File: src/rtl/dsp_pkg.sv
// Shared definitions for the packed dual-weight DSP chain: field alignment
// and saturating arithmetic used by both the packing and the unpacking side.
package dsp_pkg;

  localparam int P_W       = 48;
  localparam int LOW_W_DEF = 18;

  typedef struct packed {
    logic               sat;
    logic signed [63:0] sum;
  } sat_res_t;

  function automatic logic signed [P_W-1:0] unpack_lo(input logic signed [P_W-1:0] p,
                                                      input int low_w);
    return (p <<< (P_W - low_w)) >>> (P_W - low_w);
  endfunction

  // A negative low field has borrowed one from the high field; add it back.
  function automatic logic signed [P_W-1:0] unpack_hi(input logic signed [P_W-1:0] p,
                                                      input int low_w);
    logic signed [P_W-1:0] borrow;
    borrow = p >>> (low_w - 1);
    return (p >>> low_w) + (borrow & 48'sd1);
  endfunction

  function automatic sat_res_t sat_add(input logic signed [63:0] a,
                                       input logic signed [63:0] b,
                                       input int w);
    sat_res_t           r;
    logic signed [63:0] s;
    logic signed [63:0] hi_lim;
    logic signed [63:0] lo_lim;
    s      = a + b;
    hi_lim = (64'sd1 <<< (w - 1)) - 64'sd1;
    lo_lim = -(64'sd1 <<< (w - 1));
    r.sat  = (s > hi_lim) || (s < lo_lim);
    r.sum  = (s > hi_lim) ? hi_lim : ((s < lo_lim) ? lo_lim : s);
    return r;
  endfunction

endpackage

File: src/rtl/sat_acc.sv
// Signed saturating accumulator: loads or adds one sample per enabled cycle and
// reports whether that step clamped.
module sat_acc
  import dsp_pkg::*;
#(
  parameter int IN_W  = 18,
  parameter int OUT_W = 32
) (
  input  logic                    clk,
  input  logic                    rst,
  input  logic                    en,
  input  logic                    load,
  input  logic signed [IN_W-1:0]  din,
  output logic signed [OUT_W-1:0] acc,
  output logic                    sat
);

  logic signed [OUT_W-1:0] acc_q;
  logic signed [OUT_W-1:0] acc_d;
  logic        [OUT_W:0]   step;

  function automatic logic [OUT_W:0] acc_step(input logic signed [IN_W-1:0]  d,
                                              input logic signed [OUT_W-1:0] a,
                                              input logic                    ld);
    sat_res_t r;
    r = sat_add(64'(d), ld ? 64'sd0 : 64'(a), OUT_W);
    return {r.sat, r.sum[OUT_W-1:0]};
  endfunction

  // NOTE: every always_comb output gets a value before any branch, so no latch can form.
  always_comb begin
    step  = acc_step(din, acc_q, load);
    sat   = step[OUT_W];
    acc_d = acc_q;
    if (en) acc_d = signed'(step[OUT_W-1:0]);
  end

  // NOTE: state registers use non-blocking assignment so all flops update together.
  always_ff @(posedge clk) begin
    if (rst) acc_q <= '0;
    else     acc_q <= acc_d;
  end

  assign acc = acc_q;

endmodule

File: src/rtl/dsp_unpack_acc.sv
// Splits the packed DSP cascade result into two signed products and sums each
// over an I_last-delimited group, emitting one saturated pair per group.
module dsp_unpack_acc
  import dsp_pkg::*;
#(
  parameter int LOW_W = LOW_W_DEF,
  parameter int OUT_W = 32
) (
  input  logic             I_clk,
  input  logic             I_rst,
  input  logic [P_W-1:0]   I_p,
  input  logic             I_valid,
  input  logic             I_last,
  output logic             O_ready,
  output logic [OUT_W-1:0] O_sum_lo,
  output logic [OUT_W-1:0] O_sum_hi,
  output logic             O_sat,
  output logic             O_valid,
  input  logic             I_out_ready
);

  localparam int HI_W = P_W - LOW_W + 1;

  function automatic logic signed [LOW_W-1:0] lo_field(input logic signed [P_W-1:0] p);
    logic signed [P_W-1:0] f;
    f = unpack_lo(p, LOW_W);
    return f[LOW_W-1:0];
  endfunction

  function automatic logic signed [HI_W-1:0] hi_field(input logic signed [P_W-1:0] p);
    logic signed [P_W-1:0] f;
    f = unpack_hi(p, LOW_W);
    return f[HI_W-1:0];
  endfunction

  logic                    en;
  logic                    acc_en;
  logic                    s1_valid_q, s1_valid_d;
  logic                    s1_last_q,  s1_last_d;
  logic signed [LOW_W-1:0] s1_lo_q,    s1_lo_d;
  logic signed [HI_W-1:0]  s1_hi_q,    s1_hi_d;
  logic                    s2_valid_q, s2_valid_d;
  logic                    s2_last_q,  s2_last_d;
  logic                    first_q,    first_d;
  logic                    sat_q,      sat_d;
  logic                    o_valid_q,  o_valid_d;
  logic                    o_sat_q,    o_sat_d;
  logic signed [OUT_W-1:0] o_lo_q,     o_lo_d;
  logic signed [OUT_W-1:0] o_hi_q,     o_hi_d;
  logic signed [OUT_W-1:0] acc_lo;
  logic signed [OUT_W-1:0] acc_hi;
  logic                    step_sat_lo;
  logic                    step_sat_hi;

  // The whole pipeline freezes only while a finished pair waits downstream.
  assign en     = !o_valid_q || I_out_ready;
  assign acc_en = en && s1_valid_q;

  sat_acc #(.IN_W(LOW_W), .OUT_W(OUT_W)) u_acc_lo (
    .clk (I_clk),
    .rst (I_rst),
    .en  (acc_en),
    .load(first_q),
    .din (s1_lo_q),
    .acc (acc_lo),
    .sat (step_sat_lo)
  );

  sat_acc #(.IN_W(HI_W), .OUT_W(OUT_W)) u_acc_hi (
    .clk (I_clk),
    .rst (I_rst),
    .en  (acc_en),
    .load(first_q),
    .din (s1_hi_q),
    .acc (acc_hi),
    .sat (step_sat_hi)
  );

  always_comb begin
    s1_valid_d = s1_valid_q;
    s1_last_d  = s1_last_q;
    s1_lo_d    = s1_lo_q;
    s1_hi_d    = s1_hi_q;
    s2_valid_d = s2_valid_q;
    s2_last_d  = s2_last_q;
    first_d    = first_q;
    sat_d      = sat_q;
    o_valid_d  = o_valid_q;
    o_sat_d    = o_sat_q;
    o_lo_d     = o_lo_q;
    o_hi_d     = o_hi_q;
    if (en) begin
      s1_valid_d = I_valid;
      s1_last_d  = I_valid && I_last;
      s1_lo_d    = lo_field(I_p);
      s1_hi_d    = hi_field(I_p);
      s2_valid_d = s1_valid_q;
      s2_last_d  = s1_last_q;
      if (s1_valid_q) begin
        first_d = s1_last_q;
        sat_d   = (first_q ? 1'b0 : sat_q) | step_sat_lo | step_sat_hi;
      end
      // A load wins over a pop in the same cycle, keeping O_valid high.
      if (s2_valid_q && s2_last_q) begin
        o_valid_d = 1'b1;
        o_lo_d    = acc_lo;
        o_hi_d    = acc_hi;
        o_sat_d   = sat_q;
      end else begin
        o_valid_d = 1'b0;
      end
    end
  end

  always_ff @(posedge I_clk) begin
    if (I_rst) begin
      s1_valid_q <= 1'b0;
      s1_last_q  <= 1'b0;
      s1_lo_q    <= '0;
      s1_hi_q    <= '0;
      s2_valid_q <= 1'b0;
      s2_last_q  <= 1'b0;
      first_q    <= 1'b1;
      sat_q      <= 1'b0;
      o_valid_q  <= 1'b0;
      o_sat_q    <= 1'b0;
      o_lo_q     <= '0;
      o_hi_q     <= '0;
    end else begin
      s1_valid_q <= s1_valid_d;
      s1_last_q  <= s1_last_d;
      s1_lo_q    <= s1_lo_d;
      s1_hi_q    <= s1_hi_d;
      s2_valid_q <= s2_valid_d;
      s2_last_q  <= s2_last_d;
      first_q    <= first_d;
      sat_q      <= sat_d;
      o_valid_q  <= o_valid_d;
      o_sat_q    <= o_sat_d;
      o_lo_q     <= o_lo_d;
      o_hi_q     <= o_hi_d;
    end
  end

  assign O_ready  = en;
  assign O_valid  = o_valid_q;
  assign O_sat    = o_sat_q;
  assign O_sum_lo = o_lo_q;
  assign O_sum_hi = o_hi_q;

endmodule

File: config.mk
export PLATFORM = sky130hd
export DESIGN_NAME = dsp_unpack_acc
export DESIGN_NICKNAME = d
export VERILOG_FILES = /design/src/rtl/dsp_pkg.sv /design/src/rtl/sat_acc.sv /design/src/rtl/dsp_unpack_acc.sv
export SDC_FILE = /design/constraint.sdc
export NUM_CORES = 1
export LEC_CHECK = 0
export BUFFER_PORTS_ARGS = -buffer_cell sky130_fd_sc_hd__buf_2
export CORE_UTILIZATION = 50
export CTS_CLUSTER_SIZE = 28
export DETAILED_ROUTE_END_ITERATION = 10
export PLACE_DENSITY = 0.7
export SLEW_MARGIN = 15
export SYNTH_ARGS = -nofsm -noshare
export SYNTH_HDL_FRONTEND = slang
export SYNTH_SLANG_ARGS = --single-unit
File: constraint.sdc
create_clock -name I_clk -period 8.15 [get_ports I_clk]
set_input_delay 0.815 -clock I_clk [delete_from_list [all_inputs] [get_ports I_clk]]
set_output_delay 0.815 -clock I_clk [all_outputs]
set_load 0.05 [all_outputs]
* After elaboration in Yosys (flattened, before gate mapping) *
Cells that the tools add are included.

cells by class
  add/subtract/negate cells = 3
  $lt $le $gt $ge = 4
  muxes and demuxes = 8
  bitwise operators = 2
  reductions and logical operators = 9

operators by type and width
  kind                                                                               number
  64-bit by 32-bit greater-than comparator with 1-bit output, second input constant  2
  64-bit by 32-bit < comparator with 1-bit output, second input constant             2
  32-bit two-way mux                                                                 4
  64-bit two-way mux                                                                 2
  18-bit by 64-bit adder with 64-bit output                                          1
  31-bit by 64-bit adder with 64-bit output                                          1
  30-bit by 2-bit adder with 31-bit output                                           1
  2-bit AND reduction                                                                2
  1-bit logical AND                                                                  3
  1-bit logical OR                                                                   3
  1-bit two-way mux                                                                  2
  1-bit bitwise OR                                                                   2
  1-bit logical NOT                                                                  1

word-level totals
  register bits = 185
  bits of input ports = 53
  output and inout port bits = 67
  logic and storage cells = 40

* Longest topological paths before layout *
Gate-level depths: netlist of the first run.

  word-level depth = 6
  depth in mapped cells = 22
  mapped depth without buffers = 18

* Modules after synthesis *
Synthesis of the first run repeated with hierarchy kept, for this count alone.

unflattened totals
  cell total of the unflattened synthesis = 1444
  area total of the unflattened synthesis = 11596.1 um^2

modules (own cells, without submodules)
  module              instances  cells each  area each (um^2)  seq. area each (um^2)
  dsp_unpack_acc      1          589         4714.5            2422.3
  sat_acc (u_acc_hi)  1          425         3530.9            640.6
  sat_acc (u_acc_lo)  1          430         3350.7            640.6

* Worst setup path after synthesis of the first run *
OpenSTA, ideal clock, no wires.

  path kind = register to register
  start point = reg first_q
  end point = reg u_acc_hi.acc_q[0] (netlist: u_acc_hi.acc[0])
  library setup time = 146 ps
  data arrival time = 4118 ps
  data required time = 8004 ps
  slack = 3886 ps
  cell stages (with the launch flop) = 18
  path buffers = 3
  clock period less this slack = 4264 ps
  cell sequence = dfxtp_1 clkbuf_1 clkbuf_1 nor2b_1 ha_1 a211oi_1 o21bai_2 a211oi_2 o31ai_4 a211oi_4 a21oi_2 a32oi_2 nand2b_1 fa_1 a2111o_1 a21oi_4 buf_6 a211oi_2

between the ends
  cells in the longest elaborated chain, start to end = 5
  elaborated cells on any way between the ends = 6
  classes of those cells = 1 x add/sub; 2 x order compare; 3 x mux

RTL lines
  item                                             line                   source
  start: declaration                               dsp_unpack_acc.sv:44   logic first_q, first_d;
  start signal: assignment                         dsp_unpack_acc.sv:136  first_q <= first_d;
  64-bit two-way mux *                             sat_acc.sv:26          r = sat_add(64'(d), ld ? 64'sd0 : 64'(a), OUT_W);
  31-bit by 64-bit adder with 64-bit output *      dsp_pkg.sv:33          s = a + b;
  64-bit by 32-bit < comparator with 1-bit output  dsp_pkg.sv:37          r.sum = (s > hi_lim) ? hi_lim : ((s < lo_lim) ? lo_lim : s);
  32-bit two-way mux                               dsp_pkg.sv:37
  32-bit two-way mux *                             dsp_pkg.sv:37
  end signal: assignment                           sat_acc.sv:40          if (rst) acc_q <= '0;
  end signal: assignment                           sat_acc.sv:41          else acc_q <= acc_d;
  end: declaration                                 sat_acc.sv:18          logic signed [OUT_W-1:0] acc_q;

Every way passes the cells marked *; elsewhere a longest branch is shown, timed or not.
A chain may end at the register's enable or synchronous reset.

* Worst setup path in the final report of the first run *
  start point = reg first_q
  end point = reg u_acc_lo.acc_q[15] (netlist: u_acc_lo.acc[15])

between the ends
  cells in the longest elaborated chain, start to end = 5
  elaborated cells on any way between the ends = 6
  classes of those cells = 1 x add/sub; 2 x order compare; 3 x mux

RTL lines
  item                                             line
  64-bit two-way mux *                             sat_acc.sv:26
  18-bit by 64-bit adder with 64-bit output *      dsp_pkg.sv:33
  64-bit by 32-bit < comparator with 1-bit output  dsp_pkg.sv:37
  32-bit two-way mux                               dsp_pkg.sv:37
  32-bit two-way mux *                             dsp_pkg.sv:37
  end signal: assignment                           sat_acc.sv:40
  end signal: assignment                           sat_acc.sv:41
  end: declaration                                 sat_acc.sv:18

Marks and branches as above.

==> results of run 1 <==
==> cells in the mapped netlist (2+ instances only) <==
| cell type | number |
|---|---|
| nand2_1 | 286 |
| dfxtp_1 | 185 |
| a21oi_1 | 159 |
| nor2_1 | 138 |
| nor2b_1 | 75 |
| ha_1 | 66 |
| clkbuf_1 | 65 |
| a211oi_2 | 61 |
| xnor2_1 | 37 |
| xor2_1 | 37 |
| a211oi_1 | 32 |
| o21ai_0 | 28 |
| nand3_1 | 25 |
| inv_1 | 21 |
| a21o_1 | 20 |
| and3_1 | 11 |
| nand4_1 | 11 |
| a31oi_1 | 9 |
| nor3_1 | 7 |
| or2_2 | 7 |
| a311oi_1 | 6 |
| and2_1 | 6 |
| buf_6 | 6 |
| o21a_1 | 6 |
| o21bai_1 | 6 |
| nand2b_1 | 5 |
| o211ai_1 | 5 |
| o31ai_1 | 5 |
| a211o_1 | 4 |
| and4_1 | 4 |
| buf_1 | 4 |
| fa_1 | 4 |
| or3_1 | 4 |
| buf_2 | 3 |
| buf_4 | 3 |
| nor3b_1 | 3 |
| o31a_1 | 3 |
| a2111o_1 | 2 |
| a21oi_2 | 2 |
| a221o_1 | 2 |
| a41oi_1 | 2 |
| and2b_1 | 2 |
| nand2_2 | 2 |
| o22ai_1 | 2 |
==> worst reg2reg max path: cells and delay by family, from the launching register on <==
family,cells,cell delay [ns]
and+or+nand+nor,3,0.36
buffers and inverters,2,0.90
adders and majority gates,2,0.85
AOI/OAI and AO/OA,11,2.74
DFF,1,0.79
==> sequential cells by signal (all words and copies together) (netlist names) <==
register / count
O_sum_lo: 32
s1_hi_q: 31
s2_valid_q: 1
s1_lo_q: 18
first_q: 1
s2_last_q: 1
sat_q: 1
s1_valid_q: 1
u_acc_lo.acc: 32
O_sum_hi: 32
u_acc_hi.acc: 32
O_valid: 1
s1_last_q: 1
O_sat: 1
==> cells by family (layout without fill, tap and decap cells) <==
family | count (synthesis) | after routing
and+or+nand+nor | 589 | 589
AOI/OAI and AO/OA | 379 | 379
DFF | 185 | 185
buffers and inverters | 103 | 183
xor gates and xnor gates | 74 | 74
adders and majority gates | 70 | 70
==> per-layer routing <==
| metal | up-vias | wire (µm) |
|---|---|---|
| li1 | 5001 | - |
| met1 | 4570 | 13000 |
| met2 | 207 | 12200 |
| met3 | 28 | 1040 |
| met4 | 0 | 447 |
| met5 | - | 0 |
==> per-stage QoR <==
stage          instances  worst slack [ns]
2_1_floorplan       1400              3.89
3_3_place_gp        1727              2.53
3_5_place_dp        1727              2.40
4_1_cts             1759              2.37
5_1_grt             1760              1.93
6_report            1760              2.35
==> where the power goes <==
part / switching, mW / internal (mW) / leakage [nW]
Combinational: 0.163 / 0.108 / 3.44
Sequential: 0.0348 / 0.944 / 1.52
Clock: 0.377 / 0.494 / 0.296
==> layout make-up <==
type,count,area share [%]
multi-input combinational,1112,56.2
sequential,185,29.8
timing repair buffer,130,5.67
clock buffer,19,3.56
tap,280,2.82
clock inverter,13,1.34
inverter,21,0.634
==> how the worst min path moves through the flow <==
stage | start | to | slack (ns) | depth (start not counted)
2_1_floorplan | s1_lo_q[0] | s1_lo_q[0] | 0.44 | 2
3_3_place_gp | O_sum_lo[19] | O_sum_lo[19] | 0.44 | 2
3_5_place_dp | O_sum_hi[25] | O_sum_hi[25] | 0.44 | 2
4_1_cts | O_sum_hi[25] | O_sum_hi[25] | 0.45 | 2
5_1_grt | O_sum_lo[20] | O_sum_lo[20] | 0.47 | 2
6_report | O_sum_hi[23] | O_sum_hi[23] | 0.45 | 2
==> flow_summary_export.csv, run 1 <==
group,metric,value,unit
timing,rsz0062_at_grt,"no",
synth,yosysSeqAreaShare,33.3,%
cells_and_area,layout_common_cells,"286 x nand2_1, 184 x dfxtp_1, 159 x a21oi_1, 137 x nor2_1, 118 x buf_2",
place,port_buffers,119,
worst_setup_path,crit_start,"first_q",
place,dp_hpwl,18300,µm
die,rows,54,
synth,synth-simple-area-share,23.4,%
worst_setup_path,r2r_setup_slack,2.35,ns
worst_setup_path,crit_required,8.45,ns
synth,synth_top_family_by_area,"compound AO/OA/AOI/OAI gates",
timing,hold_slack,0.450,ns
synth,syn_nets,1523,
routing,antenna_left,0,
global_route,grt_pass1_wl,44700,µm
worst_setup_path,critical_path_arrival,6.09,ns
min_path,hp-class,"reg2reg",
global_route,globalRouteMet1Util,33.6,%
die,io_pins,120,
timing,min_period,5.80,ns
clocking,ctsRootBufferMaster,"clkbuf_16",
routing,wl,26800,µm
routing,first_pass_iters,5,
global_route,grt_pass1_vias,9197,
cells_and_area,multiInputGateArea,0.00698,mm²
clocking,tritoncts,"done",
clocking,cts_buffers,17,
cells_and_area,antenna_cells,0,
timing,setup_tns,0,ns
clocking,hold_buffers,0,
routing,via_per_inst,5.57,
pwr,p_per_area,171,mW/mm²
routing,drtIter0Drc,580,
global_route,grt_max_degree,96,
routing,drc,0,
cells_and_area,layout_commonest_cell,"nand2_1",
worst_setup_path,cp-start-kind,"register",
clocking,cts_resized,0,
worst_setup_path,endpoint,"u_acc_lo.acc[15]",
synth,synth_edf_count,0,
worst_setup_path,crit_chain,"buf_4 -> nor2b_1 -> ha_1 -> a21oi_1 -> o21ai_0 -> nor3_1 -> o21a_1 -> o31a_1 -> o21ai_0 -> a221o_1 -> a21o_1 -> a21o_1 -> fa_1 -> a21oi_1 -> a41o_1 -> buf_4 -> a21boi_1 -> nor3_1",
synth,yosys.area.top_type,"dfxtp_1",
synth,ys_seq_elements,185,
clocking,insertion_delay,0.44,ns
synth,synth.distinct_cells,73,
die,core-area,0.0218,mm²
timing,final_hold_viol_count,0,
synth,synthDominantCellAreaShare,33.3,%
synth,synthMuxAreaShare,0,%
global_route,use_met3,3.86,%
synth,yosys-top-cells-area,"dfxtp_1 33%, nand2_1 9.7%, ha_1 7.4%, a21oi_1 7.2%, a211oi_2 6.9%",
synth,ys.flop_type,"dfxtp_1",
synth,syn-instance-count,1400,
run,maxCapViolCount,0,
clocking,clock_sinks,185,
synth,synthArstFlopShare,0,%
global_route,grt_antenna_before_repair,0,
synth,yosysWarnings,0,
clocking,cts_max_level,4,
timing,drv_slew,0,
pwr,ir_drop,133,µV
worst_setup_path,worst-path-buf-inv,2,
global_route,busiest_layer,"met2",
clocking,postCtsSetupBuffers,0,
synth,synth_xor_area_share,5.83,%
worst_setup_path,crit_cells,18,
timing,setup_violations,0,
timing,max_freq,0.173,GHz
worst_setup_path,endpoint_kind,"register",
pwr,leakage,5.26,nW
routing,dr_total_vias,9806,
global_route,grt.overflow.total,0,
cells_and_area,regArea,0.00370,mm²
worst_setup_path,reg2reg_depth,18,
synth,syn_area,0.0111,mm²
cells_and_area,nNetsFinal,1590,
status,status,"complete, no violations",
cells_and_area,layout-drive-gt1-share,17.0,%
worst_setup_path,crit_family,"compound AO/OA/AOI/OAI gates",
global_route,grt.met2_usage,38.9,%
die,die_x,151,µm
worst_setup_path,worst_r2r_endpoint,"u_acc_lo.acc[15]",
synth,synth.avg_cell_area,7.94,µm²
clocking,cts_buffer_depth,2,
cells_and_area,area_growth_syn_to_layout,11.8,%
worst_setup_path,critical_path.max_stage_delay,0.82,ns
synth,synth-compound-area-share,25.2,%
cells_and_area,final_area,0.0124,mm²
routing,wl_per_cell,15.2,µm
timing,clock_skew,0.00989,ns
cells_and_area,n_fill_cell,2026,
cells_and_area,fin_util,57.0,%
worst_setup_path,crit_type,"reg2reg",
timing,relSlewSlack,31.1,%
place,place_area,0.0118,mm²
clocking,clkTransAtPathRegs,0.07,ns
worst_setup_path,slowest_stage,"a41o_1",
timing,worst_slew_pin_slew,1.03,ns
worst_setup_path,crit_fanout,35,
die,die_h,151,µm
die,initial_core_util,51.0,%
pwr,p_total,2.12,mW
synth,synthAdderAreaFrac,8.15,%
place,place_congestion,0.847,
global_route,grt_usage,24.4,%
worst_setup_path,reg2reg_from,"first_q",
timing,fin_crit_sh,71.1,%
die,die_area,0.0228,mm²
(Power assumes the default switching activity.)
==> inputs of run 2 (changes only) <==
--- a/config.mk
+++ b/config.mk
@@ -9,7 +9,7 @@
 export CORE_UTILIZATION = 50
 export CTS_CLUSTER_SIZE = 28
 export DETAILED_ROUTE_END_ITERATION = 10
-export PLACE_DENSITY = 0.7
+export PLACE_DENSITY = 0.72
 export SLEW_MARGIN = 15
 export SYNTH_ARGS = -nofsm -noshare
 export SYNTH_HDL_FRONTEND = slang
==> constraint.sdc (replaced) <==
create_clock -name I_clk -period 5.2 [get_ports I_clk]
set_input_delay 0.52 -clock I_clk [delete_from_list [all_inputs] [get_ports I_clk]]
set_output_delay 0.52 -clock I_clk [all_outputs]
set_load 0.05 [all_outputs]
==> flow_summary_export.csv, run 2 (synthesis results as in run 1) <==
group,metric,value,unit
routing,dr_total_vias,9897,
routing,drtIter0Drc,518,
worst_setup_path,r2r_setup_slack,0.42,ns
clocking,postCtsSetupBuffers,0,
cells_and_area,layout-drive-gt1-share,17.5,%
cells_and_area,antenna_cells,0,
timing,setup_tns,0,ns
worst_setup_path,crit_required,5.55,ns
global_route,grt_antenna_before_repair,0,
clocking,clock_sinks,185,
cells_and_area,layout_commonest_cell,"nand2_1",
timing,rsz0062_at_grt,"no",
clocking,cts_buffer_depth,2,
routing,first_pass_iters,5,
global_route,grt_max_degree,106,
timing,hold_slack,0.310,ns
die,die_area,0.0228,mm²
place,place_congestion,0.925,
die,die_x,151,µm
worst_setup_path,critical_path_arrival,5.13,ns
worst_setup_path,slowest_stage,"fa_1",
timing,min_period,4.78,ns
place,dp_hpwl,19200,µm
clocking,cts_resized,0,
cells_and_area,area_growth_syn_to_layout,12.3,%
global_route,grt.met2_usage,38.9,%
global_route,grt.overflow.total,0,
global_route,use_met3,4.13,%
die,initial_core_util,51.0,%
routing,via_per_inst,5.59,
cells_and_area,layout_common_cells,"286 x nand2_1, 184 x dfxtp_1, 159 x a21oi_1, 137 x nor2_1, 118 x buf_2",
clocking,cts_buffers,17,
status,status,"complete, no violations",
die,die_h,151,µm
pwr,p_per_area,265,mW/mm²
worst_setup_path,crit_type,"reg2reg",
global_route,globalRouteMet1Util,33.0,%
timing,max_freq,0.209,GHz
global_route,busiest_layer,"met2",
clocking,hold_buffers,0,
worst_setup_path,worst-path-buf-inv,2,
pwr,ir_drop,208,µV
routing,wl,26900,µm
global_route,grt_usage,24.1,%
global_route,grt_pass1_vias,9066,
worst_setup_path,critical_path.max_stage_delay,0.55,ns
pwr,leakage,5.29,nW
cells_and_area,nNetsFinal,1599,
routing,wl_per_cell,15.2,µm
timing,clock_skew,0.0133,ns
clocking,clkTransAtPathRegs,0.07,ns
timing,final_hold_viol_count,0,
timing,worst_slew_pin_slew,1.10,ns
die,rows,54,
global_route,grt_pass1_wl,44400,µm
timing,relSlewSlack,26.7,%
die,core-area,0.0218,mm²
clocking,cts_max_level,4,
routing,drc,0,
run,maxCapViolCount,0,
min_path,hp-class,"in2reg",
timing,fin_crit_sh,91.9,%
timing,setup_violations,0,
worst_setup_path,crit_chain,"buf_4 -> nor2b_1 -> ha_1 -> and3_1 -> a221o_1 -> a31oi_2 -> o21a_1 -> o31a_1 -> o21ai_0 -> a221o_1 -> a21o_1 -> a21o_1 -> fa_1 -> nand2_1 -> nand2_1 -> a31oi_1 -> a31oi_4 -> buf_4 -> nand2_1 -> a211oi_2",
worst_setup_path,crit_family,"compound AO/OA/AOI/OAI gates",
clocking,ctsRootBufferMaster,"clkbuf_16",
clocking,insertion_delay,0.45,ns
worst_setup_path,endpoint_kind,"register",
timing,post-route-worst-setup-slack,0.421,ns
place,port_buffers,119,
die,io_pins,120,
clocking,tritoncts,"done",
place,pre_cts_ws,0.508,ns
worst_setup_path,crit_fanout,21,
worst_setup_path,cp-start-kind,"register",
worst_setup_path,crit_top_cell,"nand2_1",
routing,antenna_left,0,
cells_and_area,n_fill_cell,2108,
timing,drv_slew,0,
run 2: cell types whose count changed in the layout (fill, tap and decap cells not counted):
cell,delta
buf_12,+1
buf_16,-1
buf_4,+9
bufinv_16,-1
clkinv_2,-3
clkinv_4,+1
inv_6,+2
inv_8,+1
run 2: stage by stage:
step                total power, mW  cell area, µm²  cells  utilization (%)
floorplan                      1.88           11100   1400                -
global route                   3.45           12500   1769             57.2
finish                         3.31           12500   1769             57.2
global placement               1.98           11900   1737             54.4
CTS                            3.33           12500   1769             57.2
detailed placement             1.99           11900   1737             54.4
run 2: per-layer routing:
layer  wire length, µm  share of wire (%)
met2             12400                 46
met5                 0                  0
met1             13100                 49
met3              1080                4.0
met4               375                1.4
run 2: worst register-to-register path, delay by kind of cell (launching register included):
kind | cells | cell delay [ns]
simple gates | 5 | 0.55
fa+ha+maj | 2 | 0.91
buf+inv | 2 | 0.55
compound gates | 11 | 2.18
flops | 1 | 0.50
run 2: final cells by class:
class                      instances  area, µm²  share of cell area [%]
clock inverter                    13        159                    1.27
inverter                          21       78.8                   0.631
multi-input combinational       1112       6980                    55.9
sequential                       185       3700                    29.7
tap                              280        350                    2.81
clock buffer                      19        443                    3.55
timing repair buffer             139        764                    6.12
run 2: final timing paths:
check	start	end	cells after the start
setup / recovery	first_q	u_acc_lo.acc[10]	20
hold / removal	I_p[4]	s1_lo_q[4]	3
setup reg to reg	first_q	u_acc_lo.acc[10]	20
hold reg to reg	O_sum_lo[22]	O_sum_lo[22]	2
run 2: report_power, final:
group	switching (mW)	leakage, nW	internal [mW]
sequential	0.0508	1.52	1.48
combinational	0.263	3.48	0.174
clock	0.606	0.289	0.736
total	0.920	5.29	2.39
